==> src/rtl/ahb_ap_ctrl.sv <==
// AHB access-port command controller: decodes a 42-bit command word into
// single AHB read/write strobes and pushes read data into a response buffer.
//
// Ports:
//   clk, rst                  clock, synchronous active-high reset
//   en, cmd[41:0]             command strobe and word (sampled in IDLE only)
//   busy, rdata[31:0]         AHB master status and read data
//   full                      response buffer full
//   ren, wen_ahb              one-cycle AHB read / write strobes
//   addr, wdata_ahb, size     AHB address, write data and transfer size
//   wen_buf, wdata_buf        response buffer push and pushed data
//   ack, ctrl_busy, err       completion pulse, busy flag, last-command status
module ahb_ap_ctrl #(
  parameter int TIMEOUT = 255
) (
  input  logic        clk,
  input  logic        rst,
  input  logic        en,
  input  logic [41:0] cmd,
  input  logic        busy,
  input  logic [31:0] rdata,
  input  logic        full,
  output logic        ren,
  output logic        wen_ahb,
  output logic [31:0] addr,
  output logic [31:0] wdata_ahb,
  output logic [1:0]  size,
  output logic        wen_buf,
  output logic [31:0] wdata_buf,
  output logic        ack,
  output logic        ctrl_busy,
  output logic        err
);

  localparam int CW = $clog2(TIMEOUT + 1);
  localparam logic [CW-1:0] CNT_LAST = CW'(TIMEOUT - 1);

  localparam logic [1:0] OP_NOP = 2'b00;
  localparam logic [1:0] OP_SET = 2'b01;
  localparam logic [1:0] OP_WR  = 2'b10;
  localparam logic [1:0] OP_RD  = 2'b11;

  typedef enum logic [2:0] {
    S_IDLE,
    S_ISSUE,
    S_WAIT,
    S_PUSH,
    S_DONE
  } state_e;

  state_e state_q, state_d;

  logic [1:0]    op_q, op_d;
  logic          ai_q, ai_d;
  logic [31:0]   addr_q, addr_d;
  logic [31:0]   wdata_ahb_q, wdata_ahb_d;
  logic [1:0]    size_q, size_d;
  logic [31:0]   wdata_buf_q, wdata_buf_d;
  logic [CW-1:0] cnt_q, cnt_d;
  logic          ack_q, ack_d;
  logic          cbusy_q, cbusy_d;
  logic          err_q, err_d;
  // Failure of the command itself (illegal or timed out); unlike err it
  // is not touched by a dropped command, so it alone gates autoinc.
  logic          fail_q, fail_d;

  logic [1:0]  cmd_op;
  logic        cmd_ai;
  logic [1:0]  cmd_sz;
  logic [31:0] cmd_pl;
  logic        misalign;
  logic        illegal;
  logic        wait_tmo;
  logic        unused_cmd;

  assign cmd_op = cmd[41:40];
  assign cmd_ai = cmd[39];
  assign cmd_sz = cmd[38:37];
  assign cmd_pl = cmd[31:0];
  assign unused_cmd = ^cmd[36:32];

  assign misalign = (cmd_sz == 2'b01 && addr_q[0]) ||
                    (cmd_sz == 2'b10 && addr_q[1:0] != 2'b00);
  assign illegal  = (cmd_sz == 2'b11) || misalign;
  assign wait_tmo = busy && (cnt_q == CNT_LAST);

  // State register
  always_ff @(posedge clk) begin
    if (rst) begin
      state_q <= S_IDLE;
    end else begin
      state_q <= state_d;
    end
  end

  // Next-state logic
  always_comb begin
    state_d = state_q;
    unique case (state_q)
      S_IDLE: begin
        if (en) begin
          if (!cmd_op[1] || illegal) begin
            state_d = S_DONE;
          end else begin
            state_d = S_ISSUE;
          end
        end
      end
      S_ISSUE: state_d = S_WAIT;
      S_WAIT: begin
        if (!busy) begin
          state_d = (op_q == OP_RD) ? S_PUSH : S_DONE;
        end else if (wait_tmo) begin
          state_d = S_DONE;
        end
      end
      S_PUSH: begin
        if (!full) begin
          state_d = S_DONE;
        end
      end
      S_DONE:  state_d = S_IDLE;
      default: state_d = S_IDLE;
    endcase
  end

  // Strobe outputs, decoded from state
  always_comb begin
    ren     = 1'b0;
    wen_ahb = 1'b0;
    wen_buf = 1'b0;
    unique case (state_q)
      S_ISSUE: begin
        ren     = (op_q == OP_RD);
        wen_ahb = (op_q == OP_WR);
      end
      S_PUSH:  wen_buf = !full;
      default: ;
    endcase
  end

  // Datapath next-state
  always_comb begin
    op_d        = op_q;
    ai_d        = ai_q;
    addr_d      = addr_q;
    wdata_ahb_d = wdata_ahb_q;
    size_d      = size_q;
    wdata_buf_d = wdata_buf_q;
    cnt_d       = cnt_q;
    ack_d       = 1'b0;
    cbusy_d     = cbusy_q;
    err_d       = err_q;
    fail_d      = fail_q;
    unique case (state_q)
      S_IDLE: begin
        if (en) begin
          op_d    = cmd_op;
          ai_d    = cmd_ai;
          cbusy_d = 1'b1;
          err_d   = 1'b0;
          fail_d  = 1'b0;
          if (cmd_op == OP_SET) begin
            addr_d = cmd_pl;
          end else if (cmd_op != OP_NOP) begin
            if (illegal) begin
              err_d  = 1'b1;
              fail_d = 1'b1;
            end else begin
              size_d = cmd_sz;
              if (cmd_op == OP_WR) begin
                wdata_ahb_d = cmd_pl;
              end
            end
          end
        end
      end
      S_ISSUE: cnt_d = '0;
      S_WAIT: begin
        if (!busy) begin
          if (op_q == OP_RD) begin
            wdata_buf_d = rdata;
          end
        end else if (wait_tmo) begin
          err_d  = 1'b1;
          fail_d = 1'b1;
        end else begin
          cnt_d = cnt_q + CW'(1);
        end
      end
      S_PUSH: ;
      S_DONE: begin
        ack_d   = 1'b1;
        cbusy_d = 1'b0;
        if (op_q[1] && ai_q && !fail_q) begin
          addr_d = addr_q + (32'd1 << size_q);
        end
      end
      default: ;
    endcase
    // A command offered while one is in flight is dropped and flagged.
    if (en && state_q != S_IDLE) begin
      err_d = 1'b1;
    end
  end

  always_ff @(posedge clk) begin
    if (rst) begin
      op_q        <= OP_NOP;
      ai_q        <= 1'b0;
      addr_q      <= '0;
      wdata_ahb_q <= '0;
      size_q      <= '0;
      wdata_buf_q <= '0;
      cnt_q       <= '0;
      ack_q       <= 1'b0;
      cbusy_q     <= 1'b0;
      err_q       <= 1'b0;
      fail_q      <= 1'b0;
    end else begin
      op_q        <= op_d;
      ai_q        <= ai_d;
      addr_q      <= addr_d;
      wdata_ahb_q <= wdata_ahb_d;
      size_q      <= size_d;
      wdata_buf_q <= wdata_buf_d;
      cnt_q       <= cnt_d;
      ack_q       <= ack_d;
      cbusy_q     <= cbusy_d;
      err_q       <= err_d;
      fail_q      <= fail_d;
    end
  end

  assign addr      = addr_q;
  assign wdata_ahb = wdata_ahb_q;
  assign size      = size_q;
  assign wdata_buf = wdata_buf_q;
  assign ack       = ack_q;
  assign ctrl_busy = cbusy_q;
  assign err       = err_q;

endmodule

==> config.mk <==
export PLATFORM = sky130hd
export DESIGN_NAME = ahb_ap_ctrl
export DESIGN_NICKNAME = d
export VERILOG_FILES = /design/src/rtl/ahb_ap_ctrl.sv
export SDC_FILE = /design/constraint.sdc
export NUM_CORES = 1
export LEC_CHECK = 0
export BUFFER_PORTS_ARGS = -buffer_cell sky130_fd_sc_hd__buf_4
export CORE_ASPECT_RATIO = 1.1
export CORE_MARGIN = 4
export CORE_UTILIZATION = 46
export CTS_CLUSTER_DIAMETER = 100
export DETAILED_ROUTE_END_ITERATION = 10
export GPL_TIMING_DRIVEN = 0
export PLACE_DENSITY = 0.77
export SLEW_MARGIN = 15
export SYNTH_ARGS = -nofsm -noshare
export SYNTH_HDL_FRONTEND = slang
export SYNTH_SLANG_ARGS = --single-unit
==> constraint.sdc <==
create_clock -name clk -period 2.2 [get_ports clk]
set_clock_uncertainty 0.05 [all_clocks]
set_input_delay 0.22 -clock clk [delete_from_list [all_inputs] [get_ports clk]]
set_output_delay 0.22 -clock clk [all_outputs]
set_load 0.1 [all_outputs]
==> results of run 1 <==
cell type report:
cell class | count | area [sq um]
Buffer | 46 | 262
Clock buffer | 24 | 503
Clock inverter | 8 | 119
Fill cell | 923 | 3340
Inverter | 10 | 37.5
Multi-Input combinational cell | 536 | 3200
Sequential cell | 116 | 2370
Tap cell | 150 | 188
Timing Repair Buffer | 206 | 1580
logic make-up after synthesis:
logic type | synth area share (%)
buffers and inverters | 5.05
adders and majority gates | 1.72
muxes | 1.65
DFF | 42.0
and+or+nand+nor | 26.9
AOI/OAI and AO/OA | 21.3
xor gates and xnor gates | 1.43
cells in the final DEF (no fill, tap or decap), types with 4 or more instances in the layout:
cell / Yosys / final
buf_4: 1 / 194
nand2_1: 176 / 175
a21oi_1: 97 / 94
dfxtp_1: 116 / 89
nor2_1: 46 / 42
clkbuf_1: 30 / 27
dfxtp_2: 0 / 22
nand3_1: 25 / 21
clkbuf_16: 0 / 18
nand4_1: 14 / 14
buf_6: 7 / 10
dlygate4sd3_1: 0 / 10
inv_1: 10 / 9
o21ai_0: 12 / 9
buf_2: 7 / 8
nor3_1: 12 / 8
xnor2_1: 8 / 8
o211ai_1: 8 / 8
mux2i_1: 8 / 8
nand2b_1: 6 / 5
o22ai_1: 5 / 5
a211oi_1: 5 / 5
a31oi_1: 6 / 5
dfxtp_4: 0 / 5
and3_1: 4 / 4
a21o_1: 4 / 4
nor4_2: 0 / 4
a32oi_1: 4 / 4
o21a_1: 4 / 4
nor4_1: 8 / 4
registers in the layout, indices dropped and copies added (netlist names):
signal     count
ack            1
addr          32
ai_q           1
cnt_q          8
ctrl_busy      1
err            1
fail_q         1
op_q           2
size           2
state_q        3
wdata_ahb     32
wdata_buf     32
layer usage:
layer	up-vias	track usage, %
met5	-	0
met4	0	10.6
met3	57	8.66
met2	320	49.7
met1	3033	34.5
li1	2955	-
critical path: stages (launching register included):
cell	delay, ns
dfxtp_4	0.34
buf_4	0.15
nand3_1	0.39
nor4_2	0.68
nand2_1	0.19
o211ai_1	0.23
o311ai_2	0.12
final timing paths:
path / start / endpoint / slack [ns] / depth (start not counted)
max: addr[6] / addr[25] / -0.09 / 6
min: rdata[27] / wdata_buf[27] / 0.01 / 3
max reg2reg: addr[6] / addr[25] / -0.09 / 6
min reg2reg: wdata_ahb[7] / wdata_ahb[7] / 0.40 / 2
metrics by stage:
| stage | worst slack (ns) | hold slack (ns) | power (mW) | setup TNS, ns | cells |
|---|---|---|---|---|---|
| 2_1_floorplan | -0.228 | 0.306 | 2.99 | -1.59 | 708 |
| 3_3_place_gp | -0.312 | 0.388 | 3.31 | -3.13 | 1034 |
| 3_5_place_dp | -0.348 | 0.397 | 3.32 | -3.89 | 1034 |
| 4_1_cts | -0.0313 | 0.000265 | 6.23 | -0.106 | 1085 |
| 5_1_grt | -0.126 | 0.00361 | 6.45 | -1.17 | 1096 |
| 6_report | -0.0880 | 0.0117 | 6.27 | -0.418 | 1096 |
power by group through the flow:
stage	combinational, mW	sequential (mW)	clock (mW)
final	1.12	2.25	2.90
after global routing	1.17	2.26	3.01
after CTS	1.07	2.25	2.92
after detailed placement	1.03	2.29	0
after global placement	1.02	2.28	0
after floorplan	0.331	2.66	0
repair_timing:
item	in CTS	in global routing
pin swaps	7	16
resized for setup	15	38
hold buffers	10	0
setup endpoints to repair	51	64
cloned	1	0
setup buffers	8	11
hold endpoints to repair	10	0
==> impl_metrics.toml, run 1 <==
[setup_path]
cp.arrival_ns = 2.52
endpoint_kind = "flip-flop"
crit_required_ns = 2.44
worstSetupPathType = "reg2reg"
startpoint_type = "flip-flop"
critPathMaxFanout = 9

[place]
gp_congestion = 0.939
port_buffers = 176
place_area_sq_um = 7170
hpwlAfterDp_microns = 15000

[cts]
clock-sinks = 116
clk_path_buf_depth = 2
cts_root_buffer = "clkbuf_16"
htreeDepth = 4
numCtsBuffers = 17
cts_tree = "done"
clk_pin_slew_ns = 0.06
insertion_delay_ns = 0.41

[yosys]
yosysWarnings = 0
ys.flop_type = "dfxtp_1"
synth_top_area_share_pct = 42.0
yosys.area.top_type = "dfxtp_1"
yosys.cell_types.count = 70
synth-seq-area-share_pct = 42.0
syn-cell-area_sq_um = 5530
yosysMostFrequentCell = "nand2_1"
ys_top_cells_by_area = "dfxtp_1 42%, nand2_1 12%, a21oi_1 8.8%"
postSynth.asyncResetShare_pct = 0
synth_common_cells = "176 x nand2_1, 116 x dfxtp_1, 97 x a21oi_1"
synth_cells = 708
synth_nets = 794
synth_edf_count = 0
postSynthAreaPerCell_sq_um = 7.81
ys_seq_elements = 116

[drt]
ant_nets = 0
post_drt_wl_per_cell_microns = 18.9
highest_layer = "met4"
vias = 6365
drc = 0
route.met2.wl_microns = 10300
dr_wl_met3_microns = 1940
via_per_inst = 5.81
drtIter0Drc = 542
dr.pass1.iters = 5
drt-total-wl_microns = 20700
drt-met1-wl_microns = 7930

[power_and_ir_drop]
combinationalPowerShare_pct = 17.9
peakVddDrop_v = 0.000519
seq_power_share_pct = 35.9
power_switching_share_pct = 28.9
p_per_area_nw_per_um2 = 759
p_int_mw = 4.46
switchingPower_mw = 1.81
leakage_nw = 3.25
pwr-share-clk_pct = 46.2

[global_route]
grt-ovfl-total = 0
grt_pass1_vias = 6136
antenna_found_initial = 0
grt_pass1_wl_microns = 31800
globalRouteTotalUtil_pct = 29.0
grt_max_degree = 17

[final_layout]
fin_util_pct = 71.2
layout-drive-gt1-share_pct = 34.9
syn_to_final_growth_pct = 49.3
nNetsFinal = 1019
diodes = 0
final_cell_area_sq_um = 8260

[floorplanning]
floorplan.initialDensity_pct = 47.7
die_y_microns = 123
die-width_microns = 113
die_area_sq_um = 13800
ios = 183
placementRows = 41
core_area_sq_um = 11600

[sta]
hold_violations = 0
grt_setup_unrepaired = "yes"
max_freq_ghz = 0.437
maxSlewHeadroom_pct = 47.6
setup_viol = 7
drv_slew = 0
fin_crit_ns = 2.29
fin_crit_sh_pct = 104
worst_slack_ns = -0.0880
worst_pin_slew_ns = 0.780

[status]
status = "finished, violations left"
violations = "negative setup slack"

[hold_path]
hp-class = "in2reg"

[flow_run]
max_cap_violations = 0
(Power assumes the default switching activity.)
==> inputs of run 2 (changes only) <==
Clock period 2.2 ns to 1.9 ns, I/O delays scaled along.
==> run 2 against run 1 <==
Compared with the run above:
- the run still ends with negative setup slack left
- flip-flop and latch count unchanged
- design area rose by 16%
- clock power up 13%
- first-iteration DRC count grew 38%
- worst setup slack got worse by 0.40 ns
- largest cell class unchanged
==> impl_metrics.toml, run 2 (synthesized netlist as in run 1, its figures left out) <==
[status]
status = "finished, violations left"
violations = "negative setup slack"

[setup_path]
worstSetupPathType = "reg2reg"
endpoint_kind = "flip-flop"
critPathMaxFanout = 5
startpoint_type = "flip-flop"
crit_required_ns = 2.13
cp.arrival_ns = 2.63
rr_worst_depth = 9

[floorplanning]
ios = 183
placementRows = 41
die_area_sq_um = 13800
floorplan.initialDensity_pct = 47.7
core_area_sq_um = 11600
die-width_microns = 113
die_y_microns = 123

[final_layout]
mostFrequentLayoutCells = "213 x buf_4, 169 x nand2_1, 87 x dfxtp_1"
layout_commonest_cell = "buf_4"
nNetsFinal = 1106
diodes = 0
layout-drive-gt1-share_pct = 40.8
final_cell_area_sq_um = 9590
syn_to_final_growth_pct = 73.4

[cts]
clock-sinks = 116
cts_root_buffer = "clkbuf_16"
htreeDepth = 4
numCtsBuffers = 17
clk_path_buf_depth = 2
insertion_delay_ns = 0.42
cts_tree = "done"
clk_pin_slew_ns = 0.06

[sta]
tns_ns = -10.77
setup_viol = 61
maxSlewHeadroom_pct = 47.0
worst_pin_slew_ns = 0.796
fin_crit_sh_pct = 126
max_freq_ghz = 0.418
drv_slew = 0
worst_slack_ns = -0.492
grt_setup_unrepaired = "yes"
fin_crit_ns = 2.39
hold_violations = 0

[power_and_ir_drop]
p_total_mw = 7.47
seq_power_share_pct = 34.9
switchingPower_mw = 2.38
pwr-share-clk_pct = 43.9
power_switching_share_pct = 31.9
peakVddDrop_v = 0.000593
p_int_mw = 5.09
leakage_nw = 3.81
p_per_area_nw_per_um2 = 779
combinationalPowerShare_pct = 21.2

[drt]
drc = 0
post_drt_wl_per_cell_microns = 21.6
drtIter0Drc = 750
via_per_inst = 6.13
vias = 7256
drt-total-wl_microns = 25500
dr.pass1.iters = 6
ant_nets = 0

[hold_path]
hold_path_depth = 3
hp-class = "in2reg"

[place]
dp_slack_ns = -0.672
gp_congestion = 0.939
place_area_sq_um = 7220
hpwlAfterDp_microns = 14600
port_buffers = 176

[global_route]
grt-ovfl-total = 0
grt_max_degree = 17
grtUsageMet1_pct = 36.3
top_usage_layer = "met2"
grt.met3_usage_pct = 7.88
antenna_found_initial = 0
grt_pass1_wl_microns = 35300
grt_pass1_vias = 6992
use_met2_pct = 55.0
globalRouteTotalUtil_pct = 32.0

[flow_run]
max_cap_violations = 0
[run 2: cell count changes in the layout (fill, tap and decap cells not counted), moves of 6 or more]
cell           previous run  this run
buf_4                   194       213
clkbuf_1                 27        16
a21oi_1                  94        74
dlygate4sd3_1            10        65
dfxtp_4                   5        15
nand2_1                 175       169
buf_6                    10        18
nand3_2                   2         9
buf_2                     8         2
a21oi_2                   2        21
dfxtp_2                  22        14
[run 2: worst paths after layout]
kind | startpoint | end | slack [ns]
worst max register to register | size[1] | addr[26] | -0.49
worst max-delay path | size[1] | addr[26] | -0.49
worst min register to register | wdata_buf[17] | wdata_buf[17] | 0.40
worst min-delay path | cmd[10] | wdata_ahb[10] | 0.004
[run 2: power by group through the flow]
stage / combinational (mW) / sequential, mW / clock (mW)
final: 1.58 / 2.61 / 3.28
after floorplan: 0.385 / 3.07 / 0
after global placement: 1.18 / 2.64 / 0
after detailed placement: 1.20 / 2.64 / 0
after CTS: 1.41 / 2.59 / 3.26
after global routing: 1.64 / 2.62 / 3.38
[run 2: stage by stage]
stage,hold slack (ns),std cells,util (%)
finish,0.00372,1183,82.7
global route,0.00454,1183,82.7
CTS,0.00000505,1161,77.5
detailed placement,0.394,1034,62.3
global placement,0.387,1034,62.3
floorplan,0.276,708,-
[run 2: per-layer routing]
| metal | vias up | wire (microns) |
|---|---|---|
| li1 | 3143 | - |
| met4 | 0 | 1810 |
| met2 | 564 | 12000 |
| met5 | - | 0 |
| met3 | 165 | 2730 |
| met1 | 3384 | 8950 |
[run 2: critical path: stages, from the launching register on]
cell and delay [ns]:
dfxtp_4 0.41, nor2_4 0.05, ha_4 0.16, fa_2 0.39, a211o_1 0.37, nor3b_4 0.20
clkbuf_8 0.18, nand4_1 0.13, mux2i_1 0.23, o21ai_1 0.09
[run 2: layout make-up]
cell class              count  area [sq um]
multi-input cells         536          3510
inverters                  10          37.5
fillers                   675          2000
clock inverters            12           116
flip-flops and latches    116          2400
well taps                 150           188
repair buffers            293          2510
plain buffers              46           344
clock buffers              20           489
[run 2: repair_timing]
item | CTS | global route
buffers inserted | 29 | 20
pin swaps | 29 | 38
endpoints found under the setup margin | 77 | 105
gates resized for setup | 71 | 91
hold endpoints to repair | 65 | 0
hold buffers | 65 | 0
gates cloned | 1 | 3
==> inputs of run 3 (changes only) <==
Settings changed: ABC_AREA set to 1, PLACE_DENSITY 0.77 to 0.76.
==> run 3 against run 2 <==
Compared with the run above:
- sequential power up 2%
- non-clock buffer count is 63 lower
- synthesized cell count rose by 19%
- the run now ends clean
- count of clock-buffer cells in the layout increased by 4
- largest cell class unchanged
- first-iteration DRC count fell by 15%
- critical path type unchanged
- power down 0.88%
- via count shrank 7.6%
- flip-flop and latch count is the same
- highest routed layer unchanged
- combinational power rose by 6%
- largest power group unchanged
- clock power fell by 6.1%
- core utilization decreased by 11 points
==> impl_metrics.toml, run 3 <==
[sta]
drv_slew = 0
max_freq_ghz = 0.530
worst_pin_slew_ns = 0.642
fin_crit_sh_pct = 99.4
grt_setup_unrepaired = "yes"
worst_slack_ns = 0.0117
fin_crit_ns = 1.89
maxSlewHeadroom_pct = 57.2
setup_viol = 0
hold_violations = 0

[global_route]
use_met2_pct = 46.1
grt.met3_usage_pct = 4.88
grtUsageMet1_pct = 36.6
grt-ovfl-total = 0
globalRouteTotalUtil_pct = 28.4
grt_max_degree = 17
grt_pass1_vias = 6319
antenna_found_initial = 0
top_usage_layer = "met2"
grt_pass1_wl_microns = 32200

[setup_path]
endpoint_kind = "flip-flop"
slowest_stage = "dfxtp_4"
cp.arrival_ns = 2.11
worstSetupPathType = "reg2reg"
path_cells = "nor2_4 -> ha_4 -> fa_2 -> nand3_2 -> nand3_4 -> nand2_8 -> nor2_4 -> nand3b_1 -> nand3_1 -> nand2_1 -> a21oi_2"
slowest_delay_ns = 0.40
startpoint_type = "flip-flop"
critPathMaxFanout = 6
crit_required_ns = 2.12
cpMostUsedCell = "nor2_4"
rrSetupSlack_ns = 0.01

[yosys]
synth_edf_count = 0
ys.flop_type = "dfxtp_1"
synth_top_area_share_pct = 40.4
yosys.cell_types.count = 37
synth_compound_area_share_pct = 15.6
ys_top_cells_by_area = "dfxtp_1 40%, nor2_1 12%, nand2_1 11%"
syn-cell-area_sq_um = 5750
synth_common_cells = "183 x nor2_1, 168 x nand2_1, 116 x dfxtp_1"
synth_xor_area_share_pct = 1.68
synth-seq-area-share_pct = 40.4
synth_fa_ha_area_share_pct = 1.66
yosys.area_share.simple_pct = 33.7
synth_top_family_by_area = "simple AND/OR/NAND/NOR gates"
synth_cells = 844
ys_seq_elements = 116
synth_nets = 930
yosys.area.top_type = "dfxtp_1"
postSynth.asyncResetShare_pct = 0
synth_mux_area_share_pct = 0
yosysWarnings = 0
postSynthAreaPerCell_sq_um = 6.81
yosysMostFrequentCell = "nor2_1"

[cts]
insertion_delay_ns = 0.42
numCtsBuffers = 17
clk_path_buf_depth = 2
cts_root_buffer = "clkbuf_16"
cts_tree = "done"
clk_pin_slew_ns = 0.06
htreeDepth = 4
clock-sinks = 116

[drt]
ant_nets = 0
post_drt_wl_per_cell_microns = 16.5
via_per_inst = 5.28
vias = 6704
drt-total-wl_microns = 20900
drtIter0Drc = 641
dr.pass1.iters = 5
drc = 0

[flow_run]
max_cap_violations = 0

[floorplanning]
placementRows = 42
die-width_microns = 115
die_y_microns = 125
floorplan.initialDensity_pct = 47.3
ios = 183
die_area_sq_um = 14300
core_area_sq_um = 12100

[status]
status = "finished, final reports clean"

[power_and_ir_drop]
peakVddDrop_v = 0.000594
leakage_nw = 3.74
p_per_area_nw_per_um2 = 847
p_total_mw = 7.41

[place]
gp_congestion = 0.964
dp_slack_ns = -0.0887
place_inst = 1175
hpwlAfterDp_microns = 14700
port_buffers = 177
place_area_sq_um = 7400

[final_layout]
nNetsFinal = 1188
fillers = 951
layout-drive-gt1-share_pct = 32.2
diodes = 0
seq_area_sq_um = 2370
multiInputGateArea_sq_um = 3280
layout_commonest_cell = "buf_4"
syn_to_final_growth_pct = 52.3
instances_no_fill = 1269
fin_util_pct = 72.1
mostFrequentLayoutCells = "184 x buf_4, 173 x nor2_1, 154 x nand2_1"
final_cell_area_sq_um = 8750

[hold_path]
hp-class = "in2reg"
-- run 3: cell count changes after synthesis, sizes merged, moves of 9 or more --
cell / delta
inv: +40
o21ai: +93
a21oi: -44
nor2: +172
nand3: +9
clkbuf: -13
-- run 3: final timing paths --
path | startpoint | end | cells past startpoint
worst min register to register | ctrl_busy | ctrl_busy | 2
worst max-delay path | size[0] | addr[26] | 11
worst max register to register | size[0] | addr[26] | 11
worst min-delay path | rdata[0] | wdata_buf[0] | 3
-- run 3: routing by layer --
layer	vias to the layer above	wire length [microns]
met5	-	0
met4	0	780
met3	65	1630
met2	322	9750
met1	3062	8730
li1	3255	-
-- run 3: through the flow --
stage | TNS [ns] | hold WS [ns]
after floorplan | -0.641 | 0.268
after global routing | -0.244 | 0.0149
final | 0 | 0.00993
after CTS | -0.0276 | 0.00423
after global placement | -0.137 | 0.371
after detailed placement | -0.212 | 0.376
-- run 3: logic make-up (layout without fill, tap and decap cells) --
logic type | count (synthesis) | in the layout
AOI/OAI and AO/OA | 172 | 172
xor gates and xnor gates | 11 | 11
adders and majority gates | 7 | 7
buffers and inverters | 87 | 358
DFF | 116 | 116
and+or+nand+nor | 451 | 451
-- run 3: critical path, delay by kind of cell (launching register included) --
family / cells / cell delay, ns
simple gates: 8 / 0.72
fa+ha+maj: 2 / 0.52
flops: 1 / 0.40
compound gates: 1 / 0.05
-- run 3: cell type report --
class	count	area share [%]
Buffer	37	2.43
Clock buffer	24	5.62
Clock inverter	8	0.858
Inverter	50	2.15
Multi-Input combinational cell	641	37.5
Sequential cell	116	27.1
Tap cell	154	2.20
Timing Repair Buffer	239	22.1
-- run 3: power by group --
group	switching [mW]	total (mW)	internal (mW)	leakage, nW
logic	1.17	1.67	0.496	2.51
clock network	1.15	3.08	1.93	0.277
registers	0.114	2.66	2.55	0.957
-- run 3: what timing repair did --
| item | in CTS | in global routing |
|---|---|---|
| hold buffers | 55 | 0 |
| setup buffers | 4 | 3 |
| pin swaps | 7 | 18 |
| hold endpoints to repair | 55 | 0 |
| endpoints found under the setup margin | 9 | 29 |
| gates resized for setup | 7 | 41 |
